`src/rtl/matrix_alu_responder.sv`:
```
// Responder end of the engine-to-ALU link: 2x2 matrix
// register file with load/store, elementwise math and matrix multiply.
// Ports: clk, reset (async, high), n_alu_enable, op_select, alu_address,
//        data_in, data_out, data_valid, busy, done, cmd_err.
module matrix_alu_responder #(
  parameter int DATA_W     = 16,
  parameter int NREG       = 8,
  parameter int MUL_CYCLES = 4
) (
  input  logic                  clk,
  input  logic                  reset,
  input  logic                  n_alu_enable,
  input  logic [2:0]            op_select,
  input  logic [2:0]            alu_address,
  input  logic [4*DATA_W-1:0]   data_in,
  output logic [4*DATA_W-1:0]   data_out,
  output logic                  data_valid,
  output logic                  busy,
  output logic                  done,
  output logic                  cmd_err
);

  localparam int W  = DATA_W;
  localparam int MW = 4 * DATA_W;

  localparam logic [2:0] OP_NOP   = 3'b000;
  localparam logic [2:0] OP_LOAD  = 3'b001;
  localparam logic [2:0] OP_ADD   = 3'b010;
  localparam logic [2:0] OP_SUB   = 3'b011;
  localparam logic [2:0] OP_SCAL  = 3'b100;
  localparam logic [2:0] OP_MATR  = 3'b101;
  localparam logic [2:0] OP_TRANS = 3'b110;
  localparam logic [2:0] OP_STORE = 3'b111;

  typedef enum logic {IDLE, MUL} state_t;

  state_t        state, state_nx;
  logic          prev_en;
  logic          accept;
  logic [1:0]    k;
  logic          k_last;
  logic [MW-1:0] regs [NREG];
  logic [MW-1:0] sh_a, sh_b;
  logic [MW-1:0] sres;
  logic [W-1:0]  mres;
  logic [1:0]    ai0, ai1, b0j, b1j;

  function automatic logic [W-1:0] el(
    input logic [MW-1:0] m,
    input logic [1:0]    idx
  );
    return m[idx*W +: W];
  endfunction

  // Falling-edge detect: a held-low strobe is one command.
  assign accept = prev_en & ~n_alu_enable;
  assign busy   = (state == MUL);
  assign k_last = (k == 2'(MUL_CYCLES - 1));

  assign data_valid = ~n_alu_enable & (op_select == OP_STORE);
  assign data_out   = data_valid ? regs[alu_address] : '0;

  always_comb begin
    sres = '0;
    for (int e = 0; e < 4; e++) begin
      unique case (op_select)
        OP_ADD:  sres[e*W +: W] = el(regs[0], 2'(e)) + el(regs[1], 2'(e));
        OP_SUB:  sres[e*W +: W] = el(regs[0], 2'(e)) - el(regs[1], 2'(e));
        OP_SCAL: sres[e*W +: W] = el(regs[0], 2'(e)) * el(regs[1], 2'd0);
        default: sres[e*W +: W] = '0;
      endcase
    end
    if (op_select == OP_TRANS)
      sres = {el(regs[0], 2'd3), el(regs[0], 2'd1),
              el(regs[0], 2'd2), el(regs[0], 2'd0)};
  end

  // k = {i, j}: row i of A against column j of B.
  assign ai0  = {k[1], 1'b0};
  assign ai1  = {k[1], 1'b1};
  assign b0j  = {1'b0, k[0]};
  assign b1j  = {1'b1, k[0]};
  assign mres = el(sh_a, ai0) * el(sh_b, b0j)
              + el(sh_a, ai1) * el(sh_b, b1j);

  always_comb begin
    state_nx = state;
    unique case (state)
      IDLE: if (accept && op_select == OP_MATR) state_nx = MUL;
      MUL:  if (k_last) state_nx = IDLE;
      default: state_nx = IDLE;
    endcase
  end

  always_ff @(posedge clk or posedge reset) begin
    if (reset) state <= IDLE;
    else       state <= state_nx;
  end

  always_ff @(posedge clk or posedge reset) begin
    if (reset) begin
      prev_en <= 1'b1;
      k       <= '0;
      done    <= 1'b0;
      cmd_err <= 1'b0;
      sh_a    <= '0;
      sh_b    <= '0;
      for (int r = 0; r < NREG; r++) regs[r] <= '0;
    end else begin
      prev_en <= n_alu_enable;
      done    <= 1'b0;
      if (busy) begin
        regs[2][k*W +: W] <= mres;
        k <= k + 2'd1;
        if (k_last) done <= 1'b1;
      end
      if (accept) begin
        if (busy) begin
          if (op_select != OP_NOP && op_select != OP_STORE)
            cmd_err <= 1'b1;
        end else begin
          unique case (op_select)
            OP_LOAD: regs[alu_address] <= data_in;
            OP_ADD, OP_SUB, OP_SCAL, OP_TRANS: begin
              regs[2] <= sres;
              done    <= 1'b1;
            end
            OP_MATR: begin
              sh_a <= regs[0];
              sh_b <= regs[1];
              k    <= '0;
            end
            default: ;
          endcase
        end
      end
    end
  end

endmodule

```
`config.mk`:
```
export PLATFORM = sky130hd
export DESIGN_NAME = matrix_alu_responder
export DESIGN_NICKNAME = d
export VERILOG_FILES = /design/src/rtl/matrix_alu_responder.sv
export SDC_FILE = /design/constraint.sdc
export NUM_CORES = 2
export LEC_CHECK = 0
export ABC_AREA = 1
export CAP_MARGIN = 10
export CORE_MARGIN = 2
export CORE_UTILIZATION = 50
export DETAILED_ROUTE_END_ITERATION = 10
export DONT_BUFFER_PORTS = 1
export PLACE_DENSITY = 0.63
export SYNTH_ARGS = -nofsm -noshare
export SYNTH_HDL_FRONTEND = slang
export SYNTH_SLANG_ARGS = --single-unit
```
`constraint.sdc`:
```
create_clock -name clk -period 25.9 [get_ports clk]
set_input_delay 2.59 -clock clk [delete_from_list [all_inputs] [get_ports clk]]
set_output_delay 2.59 -clock clk [all_outputs]
set_load 0.02 [all_outputs]
```
# [Word-level counts from Yosys, hierarchy flattened]
# Index checks and enable logic that the tools add are counted.
[classes] multipliers=6 add_sub_neg=11 shift=6 n_eq_ne=9 n_reduce_logical=8 magnitude_cmp=2 bitwise_logic=5 div_mod_pow=0 mux=30
[op_table] cell="2-to-1 mux 384 bit" count=2
[op_table] cell="bitwise mux 512 bit" count=1
[op_table] cell="2-to-1 mux 64 bit" count=6
[op_table] cell="2-to-1 mux 320 bit" count=1
[op_table] cell="binary-select mux 64 bit (select 3 bit)" count=1
[op_table] cell="demux 64 bit (select 3 bit)" count=1
[op_table] cell="one-hot mux 16 bit (3 select lines)" count=4
[op_table] cell="indexed part select 64 x 7 -> 16 bit" count=3
[op_table] cell="one-hot mux 64 bit (2 select lines)" count=1
[op_table] cell="multiplier 16 x 16 -> 16 bit" count=6
[op_table] cell="adder 16 bit" count=5
[op_table] cell="bitwise mux 64 bit" count=1
[op_table] cell="variable shift 16 x 34 -> 64 bit, first input constant" count=1
[op_table] cell="indexed part select 16 x 34 -> 64 bit" count=1
[op_table] cell="indexed part select 64 x 6 -> 16 bit" count=1
[op_table] cell="subtractor 16 bit" count=4
[op_table] cell="negation 6 -> 34 bit" count=1
[op_table] cell="equality test 3 bit, second input constant" count=4
[op_table] cell="AND reduction 3 bit" count=3
[op_table] cell="2-to-1 mux 2 bit" count=4
[op_table] cell="2-to-1 mux 1 bit" count=7
[op_table] cell="equality test 3 x 2 -> 1 bit, second input constant" count=2
[op_table] cell="greater-or-equal comparator 4 bit, second input constant" count=1
[op_table] cell="less-than comparator 4 x 1 -> 1 bit, second input constant" count=1
[op_table] cell="other kinds (11)" count=15
[totals] in_bits=73 ram_bits=0 elab_cells=92 latchBits=0 out_inout_bits=68 rom_bits=0 reg_bits=646 memories=0

# [Depth between registers and ports, before layout]
[depth] word_depth=10 ltp_mapped=41 depth_no_buf=38

# [Worst setup path before layout]
# OpenSTA, ideal clock, no wires.
[synth_path] path_kind="register -> register" startpoint="reg k[0]" endpoint="reg regs[350] (netlist bit)" setup_ps=84 t_required_ps=25816 stages_incl_launch_ff=33 synth_period_minus_slack_ps=7004 arrival_ps=6921 n_path_buf=3 setup_slack_ps=18896 cell_sequence="dfrtp_1 > buf_6 > buf_4 > o21ai_1 > clkbuf_1 > nor2_1 > fa_1 > inv_1 > fa_1 > fa_1 > fa_1 > fa_1 > inv_1 > fa_1 > fa_1 > fa_1 > ha_1 > nand2_1 > nor3_1 > nand2_1 > o211ai_1 > a21o_1 > nand2_1 > nand2_1 > a21oi_1 > nor2_1 > nor2_1 > xor2_1 > nor2_1 > nand2_1 > o21ai_0 > nand2_1 > o21ai_0"
[synth_via] elab_chain_cells=10 elab_cells_between_ends=14 classes_between="2 x add/sub; 2 x mul; 4 x shift; 6 x mux"
[synth_lines] element="from (decl)" line="40" rtl="logic [1:0] k;"
[synth_lines] element="from (signal assigned)" line="114" rtl="k <= k + 2'd1;"
[synth_lines] element="indexed part select 64 x 7 -> 16 bit / indexed part select 64 x 6 -> 16 bit (equally long branches)" line="52" rtl="return m[idx*W +: W];"
[synth_lines] element="multiplier 16 x 16 -> 16 bit, on equally long branches" line="84, 83"
[synth_lines] element="adder 16 bit" line="84" rtl="+ el(sh_a, ai1) * el(sh_b, b1j);"
[synth_lines] element="indexed part select 16 x 34 -> 64 bit" line="113" rtl="regs[2][k*W +: W] <= mres;"
[synth_lines] element="bitwise mux 64 bit *" line="113"
[synth_lines] element="2-to-1 mux 64 bit *" line="112" rtl="if (busy) begin"
[synth_lines] element="bitwise mux 512 bit" line="123" rtl="OP_LOAD: regs[alu_address] <= data_in;"
[synth_lines] element="one-hot mux 64 bit (2 select lines)" line="122" rtl="unique case (op_select)"
[synth_lines] element="2-to-1 mux 384 bit" line="118" rtl="if (busy) begin"
[synth_lines] element="2-to-1 mux 384 bit *" line="117" rtl="if (accept) begin"
[synth_lines] element="to (signal, indexed assignment)" line="113"
[synth_lines] element="to (signal, indexed assignment)" line="123"
[synth_lines] element="to (decl)" line="42" rtl="logic [MW-1:0] regs [NREG];"
# Every way passes the cells marked *; elsewhere a longest branch is shown, timed or not.
# A chain may end at the register's enable or synchronous reset.

# [Final worst setup path]
[layout_path] startpoint="in alu_address[2]" endpoint="out data_out[38]"
[layout_via] elab_chain_cells=5
[layout_lines] element="from (decl)" line="14" rtl="input logic [2:0] alu_address,"
[layout_lines] element="NOT 3 -> 4 bit (implied by the code)" line="61" rtl="assign data_out = data_valid ? regs[alu_address] : '0;"
[layout_lines] element="binary-select mux 64 bit (select 3 bit)" line="61"
[layout_lines] element="2-to-1 mux 64 bit (implied by the code) (2 in series)" line="61"
[layout_lines] element="2-to-1 mux 64 bit" line="61"
[layout_lines] element="to (decl)" line="16" rtl="output logic [4*DATA_W-1:0] data_out,"
# Every way passes these cells. The select of a mux whose other input is x is not followed.

==> metrics.cfg <==
[run_status]
status = finished clean

[drt]
routed_wirelength_mm = 235
via_count = 53000
drtIter0Drc = 6133
drt-wirelength-per-cell_um = 25.9
ant_nets = 0
drc_errors = 0
first_pass_iters = 6
viasPerCell = 5.84

[global_route]
grt_overflow = 0
grt_antenna_before_repair = 19
grt_pass1_vias = 50800
grt_first_pass_wirelength_mm = 347
grt_max_degree = 134
track_usage = 0.394

[synth]
netlist_area_um2 = 58400
synthArstFlopShare = 1.00
synth_common_cells = nand2_1, inv_1, o21ai_0
yosysMostFrequentCell = nand2_1
yosysWarnings = 0
ys.flop_type = dfrtp_1
synth_edf_count = 0
netlist.area_leader.share = 0.276
syn-num-nets = 8656
synth_area_leaders = dfrtp_1, fa_1, nand2_1, inv_1, o21ai_0
avgSynthCellArea_um2 = 7.57
synth_cell_types = 57
yosysTopAreaCell = dfrtp_1
synth-seq-area-share = 0.277
netlist_instances = 7717
ys_ff_latch = 646

[timing]
tns_ns = 0
setup_violations = 0
setup_slack_ns = 17.44
max_slew.worst_pin.slew_ns = 1.27
drv_slew = 0
rsz0062_at_grt = no
finClkSkew_ns = 0.0269
fin_crit_sh = 0.326
slew_headroom = 0.151
fmax_mhz = 118
min_period_ns = 8.46
hold_violations = 0

[job]
drv_cap = 0

[worst_hold_path]
hold_class = flip-flop to flip-flop

[final_layout]
multi_input_area_um2 = 35400
syn_to_final_growth_pct = 6.34
instances_no_fill = 9075
drive_above_1_share = 0.0461
regArea_um2 = 16200
nets = 8429
final_area_um2 = 62100
nFillCells = 11300

[clocking]
clk_pin_slew_ns = 0.06
tritoncts = yes
clock_path_buffers = 3
cts_max_level = 3
insertion_delay_ns = 0.66
numCtsBuffers = 71
clkSinkCount = 646
postCtsSetupBuffers = 0
cts_resized = 0
postCtsHoldBufs = 0
cts_root_buf = clkbuf_16

[pwr]
combPwrFrac = 0.443
seqPwrFrac = 0.304
power.density_nw_per_um2 = 68.8
p_sw_frac = 0.460
clockPowerShare = 0.253
p_sw_w = 0.00196
intPower_w = 0.00231
max-vdd-ir-drop_mv = 0.0589
power_leakage_nw = 31.7

[placement]
pre_cts_slack_ns = 17.51
placed_area_um2 = 59700
hpwl_mm = 179
portBuffers = 0
gp_congestion = 1.03
dp_cells = 8941

[floorplanning]
die_area_um2 = 120000
core_area_um2 = 116000
die_w_um = 346
rows = 125
die_y_um = 346
initial_core_util = 0.503
ioPinCount = 141

[critical_path]
crit_arrival_ns = 5.87
crit_type = primary input to output pin
cp-start-kind = primary input
endpoint_kind = output pin
cp_max_fo = 32
worst_ep_required_time_ns = 23.31

## metal layers
| metal | track usage | wire length, µm |
|---|---|---|
| met2 | 0.551 | 95600 |
| met3 | 0.108 | 29000 |
| met4 | 0.163 | 11300 |
| met1 | 0.571 | 99300 |
| met5 | 0 | 170 |
## worst max-delay path: stages
cell,delay (ns)
nor2_1,0.10
buf_4,0.31
inv_1,0.07
nor2_1,0.47
buf_4,0.28
clkinv_1,0.50
buf_4,0.49
o22ai_1,0.26
a21oi_1,0.09
o221ai_1,0.14
a21oi_1,0.15
nor2_1,0.39
## kinds of logic (layout without fill, tap and decap cells)
logic type,Yosys count,after routing,synth area share
and+or+nand+nor,2688,2688,0.181
AOI/OAI and AO/OA,1498,1498,0.142
DFF,646,646,0.277
buffers and inverters,1819,1646,0.119
muxes,4,4,0.000771
adders and majority gates,866,866,0.251
other,0,7,0
xor gates and xnor gates,196,196,0.0294
## metrics by stage
stage / utilization / total power (W) / hold slack [ns]
3_3_place_gp: 0.514 / 0.00313 / 0.460
3_5_place_dp: 0.514 / 0.00313 / 0.467
5_1_grt: 0.535 / 0.00450 / 0.495
6_report: 0.535 / 0.00427 / 0.480
4_1_cts: 0.535 / 0.00422 / 0.482
2_1_floorplan: - / 0.00242 / 0.445
## registers in the layout (all words and copies together) (netlist names)
register	flops
prev_en	1
sh_b	64
regs	512
busy	1
sh_a	64
cmd_err	1
k	2
done	1
## power groups by stage
stage / combinational (W) / sequential (W) / clock, W
after floorplan: 0.00120 / 0.00122 / 0
after global placement: 0.00183 / 0.00131 / 0
after detailed placement: 0.00182 / 0.00130 / 0
after CTS: 0.00184 / 0.00129 / 0.00109
after global routing: 0.00206 / 0.00130 / 0.00113
final: 0.00189 / 0.00130 / 0.00108
## cell usage in the layout (no fill, tap or decap), types with 8 or more instances in the layout
cell type / count
or2_2: 43
clkbuf_16: 72
nor2_1: 541
dfrtp_1: 636
xor2_1: 133
clkbuf_8: 14
fa_1: 508
clkinv_1: 10
o2111ai_1: 10
clkbuf_1: 17
nor3_1: 45
a22oi_1: 30
o21ai_2: 8
a21oi_1: 282
nand3_1: 142
o21ai_1: 20
ha_1: 358
inv_1: 1379
a221oi_1: 22
nor2_2: 10
nand2_2: 12
o211ai_1: 16
nand4_1: 9
dfrtp_2: 9
a31oi_1: 15
o21ai_0: 910
nand3b_1: 11
o22ai_1: 78
inv_2: 14
o221ai_1: 52
nand2_1: 1848
buf_4: 112
xnor2_1: 63
a2111oi_0: 15
## worst paths after layout
kind	start	to	depth (start not counted)	slack, ns
hold reg to reg	regs[118]	regs[118]	2	0.48
min in group asynchronous	reset	regs[229]	1	1.88
setup / recovery	alu_address[2]	data_out[38]	12	17.44
hold / removal	regs[118]	regs[118]	2	0.48
max in group asynchronous	reset	regs[492]	4	20.73
setup reg to reg	k[1]	regs[350]	33	17.46
## area by class of cell
cell class,count,area share
clock buffers,103,0.0331
multi-input cells,5252,0.570
diodes,7,0.000282
inverters,1407,0.0852
clock inverters,24,0.00630
well taps,1524,0.0307
flip-flops and latches,646,0.260
repair buffers,112,0.0135
No activity file was read; power rests on OpenSTA's default activity.
